===== config.mk =====
export PLATFORM = sky130hd
export DESIGN_NAME = stack_sequencer
export DESIGN_NICKNAME = d
export VERILOG_FILES = /design/src/rtl/stack_sequencer.sv
export SDC_FILE = /design/constraint.sdc
export NUM_CORES = 1
export LEC_CHECK = 0
export ABC_AREA = 1
export ABC_CLOCK_PERIOD_IN_PS = 2400
export BUFFER_PORTS_ARGS = -buffer_cell sky130_fd_sc_hd__buf_2
export CAP_MARGIN = 30
export CORE_MARGIN = 8
export CORE_UTILIZATION = 50
export CTS_BUF_LIST = sky130_fd_sc_hd__clkbuf_8 sky130_fd_sc_hd__clkbuf_16
export CTS_CLUSTER_DIAMETER = 60
export DETAILED_ROUTE_END_ITERATION = 10
export PLACE_DENSITY = 0.8
export SETUP_SLACK_MARGIN = 0.1
export SLEW_MARGIN = 20
export SYNTH_ARGS = -nofsm -noshare
export SYNTH_HDL_FRONTEND = slang
export SYNTH_SLANG_ARGS = --single-unit

===== constraint.sdc =====
create_clock -name clock -period 2.4 [get_ports clock]
set_input_delay 0.48 -clock clock [delete_from_list [all_inputs] [get_ports clock]]
set_output_delay 0.48 -clock clock [all_outputs]
set_load 0.05 [all_outputs]

===== src/rtl/stack_sequencer.sv =====
// stack_sequencer: multi-cycle control FSM for the stack CPU datapath.
// Fetches into IR, decodes the 6-bit opcode, then sequences the stack pops,
// the ALU execute and the result push. PC advances only on retire.
// Optional feature macro: STACK_SEQ_BOUNDS_CHECK_EN (stack depth checks in DECODE).
//
// state    | meaning
// ---------+----------------------------------------------------------
// IDLE     | stopped, waiting for run
// FETCH    | ir_load when run=1, else back to IDLE
// DECODE   | opcode classified, NOP retires here (pc_inc)
// PUSH_IMM | push zero-extended immediate, retire
// POP1     | discard stack top, retire
// POP_A    | pop top into operand A
// POP_B    | pop next into operand B
// EXEC     | ALU runs A op B, result and zero flag latched
// WB       | push ALU result, retire
// HALT     | terminal until reset, PC parked on the HALT word
// FAULT    | terminal until reset, fault and fault_code held

module stack_sequencer #(
    parameter int DEPTH_W = 4
) (
    input  logic               clock,
    input  logic               reset,
    input  logic               run,
    input  logic [5:0]         opcode,
    input  logic [DEPTH_W:0]   stack_depth,
    output logic               ir_load,
    output logic               pc_inc,
    output logic               push,
    output logic               pop,
    output logic               push_sel,
    output logic               opa_load,
    output logic               opb_load,
    output logic               res_load,
    output logic [3:0]         alu_op,
    output logic               busy,
    output logic               fault,
    output logic [1:0]         fault_code
);

    typedef enum logic [3:0] {
        S_IDLE,
        S_FETCH,
        S_DECODE,
        S_PUSH_IMM,
        S_POP1,
        S_POP_A,
        S_POP_B,
        S_EXEC,
        S_WB,
        S_HALT,
        S_FAULT
    } state_t;

    localparam logic [5:0] OP_NOP  = 6'h00;
    localparam logic [5:0] OP_PUSH = 6'h01;
    localparam logic [5:0] OP_POP  = 6'h02;
    localparam logic [5:0] OP_HALT = 6'h3F;

    localparam logic [1:0] FC_UNDERFLOW = 2'b01;
    localparam logic [1:0] FC_OVERFLOW  = 2'b10;
    localparam logic [1:0] FC_ILLEGAL   = 2'b11;

    state_t     state;
    state_t     state_n;
    logic [1:0] code_n;

    logic pc_inc_q;
    logic push_q;
    logic pop_q;
    logic push_sel_q;
    logic opa_load_q;
    logic opb_load_q;
    logic res_load_q;
    logic busy_q;
    logic fault_q;
    logic [1:0] fault_code_q;

    logic is_alu;
    logic ovf_push;
    logic unf_pop;
    logic unf_alu;

    assign is_alu = (opcode >= 6'h03) && (opcode <= 6'h08);

`ifdef STACK_SEQ_BOUNDS_CHECK_EN
    localparam logic [DEPTH_W:0] FULL = {1'b1, {DEPTH_W{1'b0}}};
    localparam logic [DEPTH_W:0] TWO  = (DEPTH_W+1)'(2);

    assign ovf_push = (stack_depth == FULL);
    assign unf_pop  = (stack_depth == '0);
    assign unf_alu  = (stack_depth < TWO);
`else
    // Depth is not consulted in this build; the stack saturates on its own.
    logic unused_stack_depth;
    assign unused_stack_depth = ^stack_depth;
    assign ovf_push = 1'b0;
    assign unf_pop  = 1'b0;
    assign unf_alu  = 1'b0;
`endif

    // Next-state and fault-code selection.
    always_comb begin
        state_n = state;
        code_n  = fault_code_q;
        case (state)
            S_IDLE:     if (run) state_n = S_FETCH;
            S_FETCH:    state_n = run ? S_DECODE : S_IDLE;
            S_DECODE: begin
                if (opcode == OP_NOP) begin
                    state_n = S_FETCH;
                end else if (opcode == OP_PUSH) begin
                    if (ovf_push) begin
                        state_n = S_FAULT;
                        code_n  = FC_OVERFLOW;
                    end else begin
                        state_n = S_PUSH_IMM;
                    end
                end else if (opcode == OP_POP) begin
                    if (unf_pop) begin
                        state_n = S_FAULT;
                        code_n  = FC_UNDERFLOW;
                    end else begin
                        state_n = S_POP1;
                    end
                end else if (is_alu) begin
                    if (unf_alu) begin
                        state_n = S_FAULT;
                        code_n  = FC_UNDERFLOW;
                    end else begin
                        state_n = S_POP_A;
                    end
                end else if (opcode == OP_HALT) begin
                    state_n = S_HALT;
                end else begin
                    state_n = S_FAULT;
                    code_n  = FC_ILLEGAL;
                end
            end
            S_PUSH_IMM: state_n = S_FETCH;
            S_POP1:     state_n = S_FETCH;
            S_POP_A:    state_n = S_POP_B;
            S_POP_B:    state_n = S_EXEC;
            S_EXEC:     state_n = S_WB;
            S_WB:       state_n = S_FETCH;
            S_HALT:     state_n = S_HALT;
            S_FAULT:    state_n = S_FAULT;
            default:    state_n = S_IDLE;
        endcase
    end

    // State register; strobes are decoded from the state being entered so they
    // are registered and line up with the cycle spent in that state.
    always_ff @(posedge clock) begin
        if (reset) begin
            state        <= S_IDLE;
            pc_inc_q     <= 1'b0;
            push_q       <= 1'b0;
            pop_q        <= 1'b0;
            push_sel_q   <= 1'b0;
            opa_load_q   <= 1'b0;
            opb_load_q   <= 1'b0;
            res_load_q   <= 1'b0;
            busy_q       <= 1'b0;
            fault_q      <= 1'b0;
            fault_code_q <= 2'b00;
        end else begin
            state        <= state_n;
            pc_inc_q     <= (state_n == S_PUSH_IMM) || (state_n == S_POP1) || (state_n == S_WB);
            push_q       <= (state_n == S_PUSH_IMM) || (state_n == S_WB);
            pop_q        <= (state_n == S_POP1) || (state_n == S_POP_A) || (state_n == S_POP_B);
            push_sel_q   <= (state_n == S_WB);
            opa_load_q   <= (state_n == S_POP_A);
            opb_load_q   <= (state_n == S_POP_B);
            res_load_q   <= (state_n == S_EXEC);
            busy_q       <= (state_n != S_IDLE) && (state_n != S_HALT) && (state_n != S_FAULT);
            fault_q      <= (state_n == S_FAULT);
            fault_code_q <= code_n;
        end
    end

    // ir_load, NOP retire and alu_op depend on inputs seen in the current
    // state, so they are decoded here; everything is held low during reset.
    assign ir_load    = ~reset & (state == S_FETCH) & run;
    assign pc_inc     = ~reset & (pc_inc_q | ((state == S_DECODE) && (opcode == OP_NOP)));
    assign alu_op     = (~reset && (state == S_EXEC)) ? opcode[3:0] : 4'h0;
    assign push       = ~reset & push_q;
    assign pop        = ~reset & pop_q;
    assign push_sel   = ~reset & push_sel_q;
    assign opa_load   = ~reset & opa_load_q;
    assign opb_load   = ~reset & opb_load_q;
    assign res_load   = ~reset & res_load_q;
    assign busy       = ~reset & busy_q;
    assign fault      = ~reset & fault_q;
    assign fault_code = reset ? 2'b00 : fault_code_q;

endmodule

After elaboration in Yosys (flattened, before gate mapping)
Cells that the tools add are included.
- register bits after elaboration: 14
- input port bits: 14
- output and inout port bits: 16
- word-level logic and storage cells: 78
- order comparisons: 2
- equality and inequality tests: 22
- muxes and demuxes: 10
- bitwise operators: 18
- reductions and logical operators: 15
- operators with widths (kind ; count):
    $pmux 4 s9 ; 1
    $eq 4x3->1 const B ; 8
    $mux 4 ; 6
    $eq 4x4->1 const B ; 5
    $eq 4x2->1 const B ; 3
    $and 1x1->1 ; 11
    $ne 4x4->1 const B ; 2
    $eq 6x1->1 const B ; 1
    $eq 6x2->1 const B ; 1
    $eq 6x6->1 const B ; 1
    $ge 6x2->1 const B ; 1
    $le 6x4->1 const B ; 1
    $logic_not 6->1 ; 1
    $mux 2 ; 3
    $not 1->1 ; 6
    $reduce_and 6->1 ; 1
    $logic_and 1x1->1 ; 5
    $logic_or 1x1->1 ; 5
    $eq 4x1->1 const B ; 1
    $logic_not 4->1 ; 1
    $reduce_bool 4->1 ; 1
    $reduce_or 3->1 ; 1
    $or 1x1->1 ; 1

Longest topological paths before layout
- word-level depth: 10
- gate-level depth with buffers: 13
- gate-level depth less buffers: 13

Worst setup path after synthesis
No wires, ideal clock.
- kind: input to output
- start: input port reset
- end: output port fault_code[1]
- arrival: 1.702 ns
- setup slack: 0.218 ns
- stages: 3
- buffers on the path: 2
- cell sequence: clkbuf_1 > nor2_1 > buf_4
- longest elaborated chain between the ends: 1
- RTL lines (what ; RTL line ; source):
    from (decl) ; 24 ; input logic reset,
    $mux 2 ; 196 ; assign fault_code = reset ? 2'b00 : fault_code_q;
    to (decl) ; 39 ; output logic [1:0] fault_code
Every way passes these cells.

Final worst setup path
- start: register state[3]
- end: output port alu_op[3]
- longest elaborated chain between the ends: 3
- RTL lines (what ; RTL line ; source):
    from (decl) ; 65 ; state_t state;
    from (signal assigned) ; 169 ; state <= state_n;
    $eq 4x3->1 ; 187 ; assign alu_op = (~reset && (state == S_EXEC)) ? opcode[3:0] : 4'h0;
    $logic_and 1x1->1 ; 187 ;
    $mux 4 ; 187 ;
    to (decl) ; 36 ; output logic [3:0] alu_op,
Every way passes these cells.

==> flow_summary.ini <==
[power]
leakage_nw = 0.585
powerDensity_nw_per_um2 = 527
total_power_mw = 0.549
max-vdd-ir-drop_v = 0.000254

[floorplanning]
die_h_um = 57.8
num_rows = 15
start_util_pct = 51.8
coreArea_um2 = 1690
dieArea_um2 = 3340
io-pin-count = 30
die_x_um = 57.8

[sta]
setup_viol = 0
hold_viol = 0
slew_violations = 0
fin_ws_ns = 0.393
fin_crit_sh_pct = 83.6
slew_headroom_pct = 74.4
max_freq_mhz = 498
hold_ws_ns = 0.486
worst_pin_slew_ns = 0.385
final.setup.tns_ns = 0
finalClockSkew_ns = 0.00351
rsz0062_at_grt = false
period_needed_ns = 2.01

[routing]
ant_nets = 0
firstDrtPassIters = 4
top_layer = met4
drt_iter0_drc = 15
via_count = 889
dr_wl_met2_um = 984
dr_wl_met3_um = 129
wl_um = 1920
route.detailed.drc = 0
via_per_inst = 4.88
wl_per_cell_um = 10.5
drt-met1-wl_um = 781

[cts]
clock_sinks = 14
clockBufferDepth = 2
holdBufCountCts = 0
cts.clk_slew.worst_paths_ns = 0.05
clkLatencyLatePin_ns = 0.24
cts_setup_buffers = 0
root_buffer = clkbuf_8
cts-resized-gates = 0
cts_made_buffers = 3
tritoncts = yes
cts_max_level = 1

[hold_path]
worstHoldStart = fault_code_q[0]
hold_class = flop to flop

[place]
placed_cells = 179
dpl.hpwl_um = 1570
place.gp.congestion = 0.847
portBuffers = 24
dp_slack_ns = 0.508

[status]
outcome = finished clean

[yosys]
synth_area_um2 = 875
syn_nets = 155
yosysWarnings = 0
synth_cells = 141
synth_cell_type_count = 19
seq_area_frac_synth_pct = 32.0
synth_seq_cells = 14
syn_avg_cell_area_um2 = 6.20

[critical_path]
r2r_start = state[1]
arrival_ns = 1.53
path_class = flop to output port
setup.worst_path.start = state[3]
path_max_fanout = 6
startpoint_type = flop
required_ns = 1.92
end_kind = output port

[grt]
grt_max_degree = 23
grt_pass1_vias = 886
track_usage_pct = 11.8
grt_pass1_wl_um = 3260
overflow = 0
antenna_found_initial = 0

[finish]
nFillCells = 157
area_growth_pct = 19.2
multi_input_area_um2 = 467
insertedDiodeCount = 0
nNetsFinal = 181
drive_gt1_share_pct = 32.7
seq_area_um2 = 280
stdcell_count = 182

[job]
drv_cap = 0
## registers in the layout, indices dropped and copies added, names as in the netlist
| signal | flops |
|---|---|
| pc_inc_q | 1 |
| state | 4 |
| opb_load_q | 1 |
| busy_q | 1 |
| push_sel_q | 1 |
| opa_load_q | 1 |
| res_load_q | 1 |
| fault_q | 1 |
| pop_q | 1 |
| fault_code_q | 1 |
| push_q | 1 |
## stage by stage
step           cell area, um^2  utilization (%)
6_report                  1040             61.7
5_1_grt                   1040             61.7
4_1_cts                   1040             61.7
3_5_place_dp              1000             59.3
3_3_place_gp              1000             59.3
2_1_floorplan              875                -
## placed cells by master, fill, tap and decap left out, types with 5 or more instances in the layout
cell	count
buf_2	24
dfxtp_1	14
inv_1	22
inv_2	6
nand2_1	25
nand2_2	8
nand3_1	12
nor2_1	29
nor2_2	5
## synthesized netlist by cell type
library cell / number / area [um^2]
nand2_2: 8 / 50.1
and3_1: 1 / 6.26
buf_4: 1 / 7.51
nand4_2: 1 / 12.5
nor2_4: 2 / 22.5
inv_2: 6 / 22.5
nand4_1: 2 / 12.5
a21oi_2: 2 / 17.5
inv_1: 22 / 82.6
nand3_2: 3 / 30.0
dfxtp_1: 14 / 280
a21oi_1: 3 / 15.0
nand3_1: 12 / 60.1
nand2_1: 25 / 93.8
nor2_1: 29 / 109
clkinv_1: 2 / 7.51
o22ai_1: 1 / 6.26
nor2_2: 5 / 31.3
clkbuf_1: 2 / 7.51
## routing by layer
| metal | GRT usage (%) | up-vias |
|---|---|---|
| li1 | - | 467 |
| met1 | 11.5 | 389 |
| met2 | 22.6 | 30 |
| met3 | 1.77 | 3 |
| met4 | 7.34 | 0 |
| met5 | 0 | - |
## power breakdown
group	internal (mW)	switching (mW)
Sequential	0.242	0.00546
Clock	0.111	0.0757
Combinational	0.0346	0.0805
Total	0.387	0.162
## critical path, cell delays in order (launching register included)
cell	delay (ns)
dfxtp_1	0.35
nor2_2	0.20
nand2_1	0.11
nor2_1	0.12
inv_1	0.12
nor2_1	0.11
buf_2	0.27
## cell type report
cell class,instances,share of cell area (%)
sequential,14,26.9
multi-input combinational,94,44.8
inverter,30,10.8
clock buffer,3,3.96
timing repair buffer,24,11.5
tap,17,2.04
## logic make-up (layout without fill, tap and decap cells)
logic type,count (synthesis),after routing,share of synthesized area (%)
buffers and inverters,33,57,14.6
AOI/OAI and AO/OA,6,6,4.44
and+or+nand+nor,88,88,48.9
DFF,14,14,32.0
## path summary, 6_finish.rpt
path | end | slack [ns] | cells after the start
max | alu_op[3] | 0.39 | 6
min | fault_code_q[0] | 0.49 | 2
max reg2reg | busy_q | 0.94 | 13
min reg2reg | fault_code_q[0] | 0.49 | 2
(Power assumes the default switching activity.)
